### src/rtl/mem_arbiter_pkg.sv
// Shared types for the memory arbiter: FSM state and bus-owner encodings, plus a
// helper that sizes the starvation counter.
package mem_arbiter_pkg;

  typedef enum logic [1:0] {
    StIdle  = 2'd0,
    StIssue = 2'd1,
    StWait  = 2'd2,
    StResp  = 2'd3
  } arb_state_e;

  typedef enum logic {
    OwnI = 1'b0,
    OwnD = 1'b1
  } arb_owner_e;

  // Bits needed to hold 0..lim inclusive.
  function automatic int unsigned cnt_width(input int unsigned lim);
    return (lim < 1) ? 1 : $clog2(lim + 1);
  endfunction

endpackage

### src/rtl/arb_starve_cnt.sv
// Saturating count of consecutive D grants taken while a fetch was waiting.
// Ports:
//   clk, rst : clock, asynchronous active-high reset
//   inc      : D granted while i_req pending (saturates at STARVE_LIM)
//   clr      : I granted (has priority over inc)
//   at_lim   : count == STARVE_LIM, fetch must win the next collision
module arb_starve_cnt
  import mem_arbiter_pkg::*;
#(
  parameter int unsigned STARVE_LIM = 4
) (
  input  logic clk,
  input  logic rst,
  input  logic inc,
  input  logic clr,
  output logic at_lim
);

  localparam int unsigned CW = cnt_width(STARVE_LIM);
  localparam logic [CW-1:0] LimVal = CW'(STARVE_LIM);

  logic [CW-1:0] cnt_q, cnt_d;

  always_comb begin
    cnt_d = cnt_q;
    if (clr) begin
      cnt_d = '0;
    end else if (inc && (cnt_q != LimVal)) begin
      cnt_d = cnt_q + 1'b1;
    end
  end

  always_ff @(posedge clk or posedge rst) begin
    if (rst) begin
      cnt_q <= '0;
    end else begin
      cnt_q <= cnt_d;
    end
  end

  assign at_lim = (cnt_q == LimVal);

endmodule

### src/rtl/mem_arbiter.sv
// Shares one single-port memory bus between the fetch port (I) and the mem-stage
// data port (D). One transaction at a time: grant -> issue -> wait -> respond.
// D wins collisions unless fetch has been passed over STARVE_LIM times in a row.
// Ports:
//   clk, rst                         : clock, asynchronous active-high reset
//   i_req/i_addr -> i_rdata/i_ack    : fetch requester (ack is a one-cycle pulse)
//   d_req/d_we/d_be/d_addr/d_wdata   : data requester
//   d_rdata/d_ack                    : load data (held) and one-cycle completion pulse
//   m_req/m_we/m_be/m_addr/m_wdata   : memory request, held until m_ready
//   m_ready, m_rvalid, m_rdata       : memory handshake and response
//   busy                             : arbiter not idle
// All outputs are registered.
module mem_arbiter
  import mem_arbiter_pkg::*;
#(
  parameter int unsigned AW         = 32,
  parameter int unsigned DW         = 32,
  parameter int unsigned STARVE_LIM = 4
) (
  input  logic            clk,
  input  logic            rst,
  input  logic            i_req,
  input  logic [AW-1:0]   i_addr,
  output logic [DW-1:0]   i_rdata,
  output logic            i_ack,
  input  logic            d_req,
  input  logic            d_we,
  input  logic [DW/8-1:0] d_be,
  input  logic [AW-1:0]   d_addr,
  input  logic [DW-1:0]   d_wdata,
  output logic [DW-1:0]   d_rdata,
  output logic            d_ack,
  output logic            m_req,
  output logic            m_we,
  output logic [DW/8-1:0] m_be,
  output logic [AW-1:0]   m_addr,
  output logic [DW-1:0]   m_wdata,
  input  logic            m_ready,
  input  logic            m_rvalid,
  input  logic [DW-1:0]   m_rdata,
  output logic            busy
);

  localparam int unsigned BW = DW / 8;

  arb_state_e state_q;
  arb_owner_e owner_q;

  logic at_lim;
  logic grant_d;
  logic idle_req;
  logic starve_inc;
  logic starve_clr;

  // D wins unless fetch is also waiting and has hit the starvation limit.
  assign grant_d    = d_req && !(i_req && at_lim);
  assign idle_req   = (state_q == StIdle) && (i_req || d_req);
  assign starve_inc = idle_req && grant_d && i_req;
  assign starve_clr = idle_req && !grant_d;

  arb_starve_cnt #(
    .STARVE_LIM (STARVE_LIM)
  ) u_starve_cnt (
    .clk    (clk),
    .rst    (rst),
    .inc    (starve_inc),
    .clr    (starve_clr),
    .at_lim (at_lim)
  );

  always_ff @(posedge clk or posedge rst) begin
    if (rst) begin
      state_q <= StIdle;
      owner_q <= OwnI;
      m_req   <= 1'b0;
      m_we    <= 1'b0;
      m_be    <= '0;
      m_addr  <= '0;
      m_wdata <= '0;
      i_rdata <= '0;
      d_rdata <= '0;
      i_ack   <= 1'b0;
      d_ack   <= 1'b0;
      busy    <= 1'b0;
    end else begin
      i_ack <= 1'b0;
      d_ack <= 1'b0;
      unique case (state_q)
        StIdle: begin
          if (i_req || d_req) begin
            owner_q <= grant_d ? OwnD : OwnI;
            m_req   <= 1'b1;
            m_addr  <= grant_d ? d_addr : i_addr;
            m_we    <= grant_d && d_we;
            // Fetches and loads read the full word.
            m_be    <= (grant_d && d_we) ? d_be : {BW{1'b1}};
            m_wdata <= grant_d ? d_wdata : '0;
            busy    <= 1'b1;
            state_q <= StIssue;
          end
        end
        StIssue: begin
          if (m_ready) begin
            m_req   <= 1'b0;
            state_q <= StWait;
          end
        end
        StWait: begin
          if (m_rvalid) begin
            if (owner_q == OwnI) begin
              i_rdata <= m_rdata;
              i_ack   <= 1'b1;
            end else begin
              // Stores leave the last load data untouched.
              if (!m_we) begin
                d_rdata <= m_rdata;
              end
              d_ack <= 1'b1;
            end
            state_q <= StResp;
          end
        end
        StResp: begin
          busy    <= 1'b0;
          state_q <= StIdle;
        end
        default: state_q <= StIdle;
      endcase
    end
  end

endmodule

### config.mk
export PLATFORM = sky130hd
export DESIGN_NAME = mem_arbiter
export DESIGN_NICKNAME = d
export VERILOG_FILES = /design/src/rtl/mem_arbiter_pkg.sv /design/src/rtl/arb_starve_cnt.sv /design/src/rtl/mem_arbiter.sv
export SDC_FILE = /design/constraint.sdc
export NUM_CORES = 1
export LEC_CHECK = 0
export ABC_AREA = 1
export BUFFER_PORTS_ARGS = -buffer_cell sky130_fd_sc_hd__buf_2
export CAP_MARGIN = 5
export CORE_MARGIN = 3
export CORE_UTILIZATION = 50
export DETAILED_ROUTE_END_ITERATION = 7
export GPL_TIMING_DRIVEN = 0
export MAX_ROUTING_LAYER = met4
export PLACE_DENSITY_LB_ADDON = 0.3
export SYNTH_ARGS = -nofsm -noshare
export SYNTH_HDL_FRONTEND = slang
export SYNTH_SLANG_ARGS = --single-unit
export TNS_END_PERCENT = 10
### constraint.sdc
create_clock -name clk -period 11.35 [get_ports clk]
set_input_delay 0.5675 -clock clk [delete_from_list [all_inputs] [get_ports clk]]
set_output_delay 0.5675 -clock clk [all_outputs]
set_load 0.02 [all_outputs]
==> impl_metrics.json, run 1 <==
{
  "grt_max_degree": 74,
  "leakage_nw": 4.69,
  "hold_slack_ns": 0.245,
  "critical_path.max_fanout": 10,
  "synthesis.nets": 807,
  "avgSynthCellArea_um2": 9.00,
  "yosysWarningCount": 0,
  "maxSlewHeadroom_pct": 58.2,
  "yosys-top-cells-area": "dfrtp_1 60%, nand2_1 15%, nand3_1 5.6%",
  "routed_wl_mm": 16.8,
  "port_buffers": 275,
  "core_area_um2": 11500,
  "status": "finished, final reports clean",
  "grt.overflow.total": 0,
  "first_global_vias": 5622,
  "netlist_instances": 661,
  "syn_area_um2": 5950,
  "grt_pass1_wl_mm": 26.9,
  "hold_viol": 0,
  "synth_top_area_cell": "dfrtp_1",
  "cts_tree": "built",
  "drive_above_1_share_pct": 35.3,
  "fp.dieW_um": 115,
  "wl_per_cell_um": 15.1,
  "antenna_found_initial": 0,
  "cts_hold_buffers": 0,
  "path_class": "reg2reg",
  "clock_path_buffers": 2,
  "cts_made_buffers": 17,
  "die_y_um": 115,
  "synthToLayoutAreaGrowth_pct": 38.2,
  "io_pins": 276,
  "arrival_ns": 2.10,
  "critPathCaptureType": "flop",
  "finalCritPeriodShare_pct": 15.4,
  "finalPower_mw": 2.55,
  "place_area_um2": 7540,
  "hpwlAfterDp_mm": 12.2,
  "area.sequential_um2": 3580,
  "synth.distinct_cells": 24,
  "clockRootBuffer": "clkbuf_16",
  "final_area_um2": 8220,
  "dr.first_iter.drc_count": 626,
  "dpl.cell_count": 1080,
  "synth_seq_cells": 143,
  "vias_per_cell": 5.17,
  "post-cts-setup-buffers": 0,
  "dr.pass1.iters": 5,
  "initial_core_util_pct": 51.7,
  "yosysTopAreaCellShare_pct": 60.1,
  "final_cells": 1112,
  "p_per_area_nw_per_um2": 310,
  "clock_sinks": 143,
  "clk-insertion-delay-late_ns": 0.41,
  "pre_cts_slack_ns": 9.52,
  "slew_violations": 0,
  "nNetsFinal": 1102,
  "fin_skew_ns": 0.00760,
  "clock.fmax_mhz": 572,
  "fin_crit_ns": 1.75,
  "rsz0062_at_grt": "no",
  "dieArea_um2": 13200,
  "worstPathRequired_ns": 11.70,
  "worst_slew_pin_slew_ns": 0.627,
  "grt_usage_pct": 26.5,
  "fillCellCount": 889,
  "gp_congestion": 0.834,
  "fin_util_pct": 71.4,
  "hold_class": "in2async",
  "start_kind": "flop",
  "num_antenna_cells": 0,
  "fin_setup_tns_ns": 0,
  "row_count": 39,
  "postRouteAntennaNets": 0,
  "peakVddDrop_mv": 0.178,
  "postCtsResizedCells": 0,
  "htree_num_levels": 4,
  "clk_pin_slew_ns": 0.06,
  "vias": 5745,
  "yosysSeqAreaShare_pct": 60.1,
  "max_cap_violations": 0,
  "drc": 0,
  "setup_viol": 0,
  "worst_slack_ns": 9.60,
  "multiInputGateArea_um2": 1970
}
-- synthesized netlist by cell type --
| library cell | number |
|---|---|
| nand2_1 | 230 |
| o21ai_1 | 2 |
| nand3_1 | 67 |
| a21oi_1 | 3 |
| o21ai_2 | 1 |
| xor2_1 | 1 |
| o21ai_0 | 64 |
| buf_1 | 2 |
| dfrtp_1 | 143 |
| nand3_4 | 1 |
| nor2_2 | 3 |
| or2_2 | 1 |
| clkbuf_1 | 14 |
| buf_4 | 3 |
| inv_1 | 53 |
| inv_2 | 1 |
| ha_1 | 7 |
| nand2_2 | 1 |
| nand4_1 | 38 |
| nor2_1 | 2 |
| buf_2 | 20 |
| nor2_4 | 1 |
| buf_6 | 2 |
| nand2_4 | 1 |
-- cells in the final DEF (no fill, tap or decap), drive strengths merged --
cell,netlist,layout
inv,54,54
or2,1,1
bufinv,0,7
nor2,6,6
ha,7,7
xor2,1,1
clkinv,0,4
a21oi,3,3
nand2,232,232
dfrtp,143,143
clkinvlp,0,1
buf,27,303
clkbuf,14,34
nand3,68,68
o21ai,67,67
nand4,38,38
-- state kept, by name (all words and copies together) (netlist names) --
signal	flops
m_addr	32
busy	1
d_rdata	32
i_rdata	32
state_q	2
d_ack	1
u_starve_cnt.cnt_q	3
owner_q	1
i_ack	1
m_req	1
m_be	4
m_wdata	32
m_we	1
-- power breakdown --
part	switching, mW	internal (mW)	leakage (nW)
clock	0.204	0.438	0.334
sequential	0.123	0.742	1.79
combinational	0.695	0.344	2.57
-- cells by family (layout without fill, tap and decap cells) --
logic type / count (synthesis) / after routing / share of synthesized area [%]
AO/OA/AOI/OAI: 70 / 70 / 5.95
AND/OR/NAND/NOR: 345 / 345 / 25.5
flip-flops: 143 / 143 / 60.1
XOR/XNOR: 1 / 1 / 0.147
buffers and inverters: 95 / 403 / 6.85
adder cells (fa/ha/maj): 7 / 7 / 1.47
-- critical path, stage by stage (launching register included) --
cell and delay [ns]:
dfrtp_1 0.40, inv_1 0.10, ha_1 0.20, buf_2 0.18, o21ai_2 0.21, clkbuf_1 0.42, nand2_1 0.10, nand2_1 0.08
-- layout make-up --
cell class / count / area share, %
sequential: 143 / 43.5
multi-input combinational: 423 / 23.9
timing repair buffer: 276 / 17.1
clock buffer: 20 / 5.43
clock inverter: 12 / 2.89
inverter: 54 / 2.53
buffer: 41 / 2.50
tap: 143 / 2.18
-- final timing paths --
path	startpoint	end	slack (ns)	cells past startpoint
max in group asynchronous	rst	m_wdata[26]$_DFFE_PP0N_	10.33	3
min in group clk	d_wdata[28]	m_wdata[28]$_DFFE_PP0N_	0.34	3
min	rst	i_rdata[21]$_DFFE_PP0P_	0.25	2
max	state_q[0]$_DFFE_PP0P_	m_wdata[23]$_DFFE_PP0N_	9.60	7
max reg2reg	state_q[0]$_DFFE_PP0P_	m_wdata[23]$_DFFE_PP0N_	9.60	7
min reg2reg	m_wdata[2]$_DFFE_PP0N_	m_wdata[2]$_DFFE_PP0N_	0.47	2
-- routing by layer --
layer,share of wire (%),track usage (%),vias up
met4,3.4,12.7,0
met3,7.5,6.32,42
met2,49,41.0,277
met5,0,-,-
met1,40,33.1,2696
li1,-,-,2730
(Power assumes the default switching activity.)
==> run 2: changes to the inputs <==
--- a/config.mk
+++ b/config.mk
@@ -9,7 +9,7 @@
 export BUFFER_PORTS_ARGS = -buffer_cell sky130_fd_sc_hd__buf_2
 export CAP_MARGIN = 5
 export CORE_MARGIN = 3
-export CORE_UTILIZATION = 50
+export CORE_UTILIZATION = 42
 export DETAILED_ROUTE_END_ITERATION = 7
 export GPL_TIMING_DRIVEN = 0
 export MAX_ROUTING_LAYER = met4
==> constraint.sdc (replaced) <==
create_clock -name clk -period 1.5 [get_ports clk]
set_input_delay 0.075 -clock clk [delete_from_list [all_inputs] [get_ports clk]]
set_output_delay 0.075 -clock clk [all_outputs]
set_load 0.02 [all_outputs]
==> impl_metrics.json, run 2 (same netlist as run 1, synthesis figures left out) <==
{
  "start_kind": "flop",
  "slew_violations": 0,
  "routed_wl_mm": 21.1,
  "synthToLayoutAreaGrowth_pct": 70.0,
  "dr.pass1.iters": 5,
  "fin_crit_ns": 1.51,
  "vias": 6601,
  "initial_core_util_pct": 43.9,
  "gp_congestion": 0.803,
  "top_usage_layer": "met2",
  "pre_cts_slack_ns": -0.253,
  "rsz0062_at_grt": "yes",
  "hold_class": "in2reg",
  "port_buffers": 275,
  "fin_skew_ns": 0.00897,
  "die_y_um": 125,
  "cts_tree": "built",
  "drive_above_1_share_pct": 36.5,
  "path_class": "reg2reg",
  "peakVddDrop_mv": 0.966,
  "grt_max_degree": 44,
  "final_cell_mix": "284 x buf_2, 220 x nand2_1, 142 x dfrtp_1, 136 x dlygate4sd3_1, 65 x nand3_1",
  "min-delay-start": "d_req",
  "dieArea_um2": 15600,
  "grtUsageMet1_pct": 30.7,
  "hold_slack_ns": 0.0893,
  "clk-insertion-delay-late_ns": 0.42,
  "io_pins": 276,
  "worstPathRequired_ns": 1.85,
  "postRouteAntennaNets": 0,
  "dr.first_iter.drc_count": 486,
  "fp.dieW_um": 125,
  "r2r-start": "state_q[1]$_DFFE_PP0P_",
  "clk_pin_slew_ns": 0.06,
  "crit_path_start": "state_q[1]$_DFFE_PP0P_",
  "critical_path.max_fanout": 6,
  "grt_pass1_wl_mm": 32.8,
  "setup_viol": 1,
  "p_per_area_nw_per_um2": 2010,
  "critPathCaptureType": "flop",
  "grt.overflow.total": 0,
  "dpl.cell_count": 1116,
  "violations": "setup timing",
  "status": "finished with violations",
  "finalPower_mw": 20.3,
  "finalCritPeriodShare_pct": 101,
  "arrival_ns": 1.86,
  "first_global_vias": 6748,
  "clock_path_buffers": 2,
  "row_count": 42,
  "use_met3_pct": 5.33,
  "cts_made_buffers": 17,
  "worst_slew_pin_slew_ns": 0.500,
  "hold_viol": 0,
  "clockRootBuffer": "clkbuf_16",
  "clock.fmax_mhz": 663,
  "maxSlewHeadroom_pct": 66.6,
  "clock_sinks": 143,
  "drc": 0,
  "fin_setup_tns_ns": -0.00826,
  "max_cap_violations": 0,
  "vias_per_cell": 5.04,
  "htree_num_levels": 4,
  "wl_per_cell_um": 16.1,
  "grtUsageMet2_pct": 43.2,
  "final_cells": 1309,
  "worst_slack_ns": -0.00826,
  "antenna_found_initial": 2,
  "core_area_um2": 13600,
  "nNetsFinal": 1264,
  "hpwlAfterDp_mm": 12.4,
  "leakage_nw": 5.49,
  "layout_commonest_cell": "buf_2",
  "grt_usage_pct": 26.8
}
run 2: changes by cell type in the layout (fill, tap and decap cells not counted), sizes merged:
cell / before / now
clkbuf: 34 / 27
buf: 303 / 334
diode: 0 / 2
bufinv: 7 / 3
clkinv: 4 / 9
dlygate4sd3: 0 / 136
clkinvlp: 1 / 2
run 2: final cells by class:
cell class | instances | area (um2)
sequential | 143 | 3580
fill | 943 | 3440
timing repair buffer | 438 | 3040
multi-input combinational | 423 | 2100
clock buffer | 18 | 439
buffer | 41 | 350
tap | 176 | 220
inverter | 54 | 214
clock inverter | 14 | 166
antenna | 2 | 5.00
run 2: worst paths after layout:
check / slack, ns / cells after the start / to
max in group asynchronous: 0.47 / 5 / i_rdata[22]$_DFFE_PP0P_
hold / removal: 0.09 / 4 / m_addr[29]$_DFFE_PP0N_
setup / recovery: -0.008 / 9 / m_addr[2]$_DFFE_PP0N_
min in group asynchronous: 0.25 / 3 / m_wdata[26]$_DFFE_PP0N_
hold reg to reg: 0.48 / 2 / m_wdata[10]$_DFFE_PP0N_
setup reg to reg: -0.008 / 9 / m_addr[2]$_DFFE_PP0N_
run 2: repair_timing:
action | CTS | global route
endpoints found under the hold margin | 153 | 0
hold buffers | 136 | 0
setup endpoints to repair | 139 | 138
gates resized for setup | 42 | 114
pin swaps | 2 | 10
buffers inserted | 5 | 14
gates cloned | 1 | 3
run 2: layer usage:
layer | wire [um] | vias up
met5 | 0 | -
met4 | 1300 | 0
met3 | 1250 | 104
met2 | 10600 | 328
met1 | 7990 | 3100
li1 | - | 3069
run 2: metrics by stage:
step	area, um2	utilization (%)
finish	10100	74.6
global route	10100	74.6
CTS	9750	71.9
detailed placement	7630	56.3
global placement	7550	55.7
floorplan	5960	-
run 2: worst max-delay path, stage by stage, from the launching register on:
cell     delay [ns]
dfrtp_2        0.44
inv_2          0.09
ha_4           0.14
buf_8          0.13
inv_8          0.04
nor2_4         0.14
buf_6          0.17
buf_8          0.12
nand3_1        0.08
nand3_1        0.08
run 2: power by group:
| part | total (mW) | switching (mW) | internal, mW |
|---|---|---|---|
| Sequential | 6.60 | 0.987 | 5.62 |
| Combinational | 9.39 | 5.79 | 3.59 |
| Clock | 4.32 | 1.67 | 2.66 |
| Total | 20.3 | 8.45 | 11.9 |
==> run 3: changes to the inputs <==
--- a/config.mk
+++ b/config.mk
@@ -16,5 +16,6 @@
 export PLACE_DENSITY_LB_ADDON = 0.3
 export SYNTH_ARGS = -nofsm -noshare
 export SYNTH_HDL_FRONTEND = slang
+export SYNTH_HIERARCHICAL = 1
 export SYNTH_SLANG_ARGS = --single-unit
 export TNS_END_PERCENT = 10
==> impl_metrics.json, run 3 <==
{
  "fin_skew_ns": 0.00803,
  "clockRootBuffer": "clkbuf_16",
  "grt_max_degree": 41,
  "grt.overflow.total": 0,
  "finalCritPeriodShare_pct": 103,
  "dieArea_um2": 15600,
  "port_buffers": 275,
  "synthToLayoutAreaGrowth_pct": 66.7,
  "hpwlAfterDp_mm": 13.1,
  "crit_path_start": "state_q[1]$_DFFE_PP0P_",
  "worst_slew_pin_slew_ns": 0.791,
  "leakage_nw": 5.40,
  "p_seq_share_pct": 33.6,
  "setup_viol": 14,
  "postRouteAntennaNets": 0,
  "synth.distinct_cells": 22,
  "cts_made_buffers": 17,
  "netlist_instances": 663,
  "row_count": 42,
  "die_y_um": 125,
  "fin_crit_ns": 1.55,
  "yosysTopAreaCellShare_pct": 60.2,
  "yosysSeqAreaShare_pct": 60.2,
  "synth_common_cells": "227 x nand2_1, 143 x dfrtp_1, 69 x nand3_1, 65 x o21ai_0, 56 x inv_1",
  "synth_top_area_cell": "dfrtp_1",
  "reg2reg_slack_ns": -0.05,
  "synth-compound-area-share_pct": 5.92,
  "yosys-top-cells-area": "dfrtp_1 60%, nand2_1 14%, nand3_1 5.8%",
  "synth_most_common_cell": "nand2_1",
  "synth_mux_area_share_pct": 0,
  "path_class": "reg2reg",
  "synth_top_family_by_area": "simple AND/OR/NAND/NOR gates",
  "hold_viol": 0,
  "start_kind": "flop",
  "synth-edff-count": 0,
  "clock_sinks": 143,
  "synthAdderAreaFrac_pct": 1.47,
  "fp.dieW_um": 125,
  "layout_commonest_cell": "buf_2",
  "p_switching_mw": 8.27,
  "finalPower_mw": 19.6,
  "maxSlewHeadroom_pct": 47.2,
  "p_per_area_nw_per_um2": 1980,
  "cts_tree": "built",
  "routed_wl_mm": 21.5,
  "max_cap_violations": 0,
  "reg2regPathDepth": 7,
  "critPathCaptureType": "flop",
  "grt_pass1_wl_mm": 34.1,
  "vias": 6540,
  "nNetsFinal": 1258,
  "clock_path_buffers": 2,
  "async_reset_ff_share_pct": 100,
  "place_area_um2": 7600,
  "dr.pass1.iters": 5,
  "htree_num_levels": 4,
  "clkPwrFrac_pct": 20.9,
  "status": "finished with violations",
  "hold_class": "in2reg",
  "vias_per_cell": 5.03,
  "synthFlopType": "dfrtp_1",
  "first_global_vias": 6665,
  "worst_slack_ns": -0.0520,
  "antenna_found_initial": 1,
  "clk_pin_slew_ns": 0.06,
  "r2r_end": "m_addr[24]$_DFFE_PP0N_",
  "wl_per_cell_um": 16.5,
  "combinationalPowerShare_pct": 45.5,
  "synthesis.nets": 809,
  "synthSimpleGateAreaFrac_pct": 25.3,
  "synth_xor_xnor_area_share_pct": 0,
  "yosysWarningCount": 6,
  "switching_share_pct": 42.2,
  "slew_violations": 0,
  "internal_power_mw": 11.3,
  "rsz0062_at_grt": "yes",
  "drive_above_1_share_pct": 34.8,
  "avgSynthCellArea_um2": 8.96,
  "clk-insertion-delay-late_ns": 0.42,
  "dr.first_iter.drc_count": 411,
  "peakVddDrop_mv": 1.11,
  "gp_congestion": 0.897,
  "initial_core_util_pct": 43.8,
  "r2r-start": "state_q[1]$_DFFE_PP0P_",
  "final_area_um2": 9910,
  "critical_path.max_fanout": 10,
  "fin_setup_tns_ns": -0.306,
  "arrival_ns": 1.90,
  "syn_area_um2": 5940,
  "io_pins": 276,
  "grt_usage_pct": 27.7,
  "drc": 0,
  "core_area_um2": 13600,
  "clock.fmax_mhz": 644,
  "violations": "setup timing",
  "worstPathRequired_ns": 1.84,
  "endpoint": "m_addr[24]$_DFFE_PP0N_",
  "synth_seq_cells": 143,
  "final_cell_mix": "282 x buf_2, 224 x nand2_1, 142 x dfrtp_1, 135 x dlygate4sd3_1, 67 x nand3_1"
}
## run 3: cell families (layout without fill, tap and decap cells)
kind of cell / Yosys count / count (layout)
simple gates: 345 / 345
flops: 143 / 143
buf+inv: 99 / 560
compound gates: 69 / 69
fa+ha+maj: 7 / 7
other cells: 0 / 1
## run 3: timing repair
action | in CTS | in global routing
pin swaps | 5 | 11
hold endpoints to repair | 170 | 0
endpoints found under the setup margin | 140 | 126
hold buffers | 135 | 0
setup buffers | 14 | 3
resized for setup | 54 | 35
gates cloned | 0 | 1
## run 3: cell type report
type,instances,area (um2)
multi-input combinational,421,2040
clock buffer,23,498
sequential,143,3580
buffer,41,315
clock inverter,8,80.1
timing repair buffer,431,2950
tap,176,220
antenna,1,2.50
inverter,57,223
fill,948,3650
## run 3: through the flow
| stage | worst slack (ns) | utilization, % | std cells | hold slack, ns |
|---|---|---|---|---|
| floorplan | -0.324 | - | 663 | -0.171 |
| global placement | -1.24 | 55.6 | 1114 | -0.0276 |
| detailed placement | -0.675 | 56.1 | 1117 | -0.0228 |
| CTS | -0.0240 | 72.1 | 1297 | 0.0520 |
| global route | -0.116 | 73.1 | 1301 | 0.104 |
| finish | -0.0520 | 73.1 | 1301 | 0.0808 |
## run 3: power by group through the flow
stage          Clock [mW]  Sequential (mW)  Combinational (mW)
2_1_floorplan           0             8.56                2.89
3_5_place_dp            0             6.51                7.91
3_3_place_gp            0             6.50                7.74
5_1_grt              4.33             6.77                9.63
4_1_cts              4.15             6.50                8.59
6_report             4.11             6.59                8.93
## run 3: metal layers
layer / part of all wire (%) / routed length [um] / global-route usage (%)
met5: 0 / 0 / -
met1: 40 / 8520 / 33.1
met3: 7.9 / 1700 / 7.16
met2: 50 / 10700 / 45.4
met4: 2.7 / 584 / 10.7
## run 3: critical path: stages, from the launching register on
cell and delay [ns]:
dfrtp_2 0.45, inv_2 0.09, ha_4 0.22, inv_4 0.06, nor2_2 0.22, buf_4 0.23
nand3_1 0.10, nand3_1 0.11
## run 3: worst min path at each step
stage / start / endpoint / cells past startpoint
global placement: rst / u_starve_cnt/cnt_q[2]$_DFFE_PP0P_ / 2
CTS: m_ready / state_q[1]$_DFFE_PP0P_ / 5
floorplan: rst / u_starve_cnt/cnt_q[0]$_DFFE_PP0P_ / 1
finish: m_ready / state_q[0]$_DFFE_PP0P_ / 5
global route: rst / u_starve_cnt/cnt_q[2]$_DFFE_PP0P_ / 3
detailed placement: rst / u_starve_cnt/cnt_q[2]$_DFFE_PP0P_ / 2
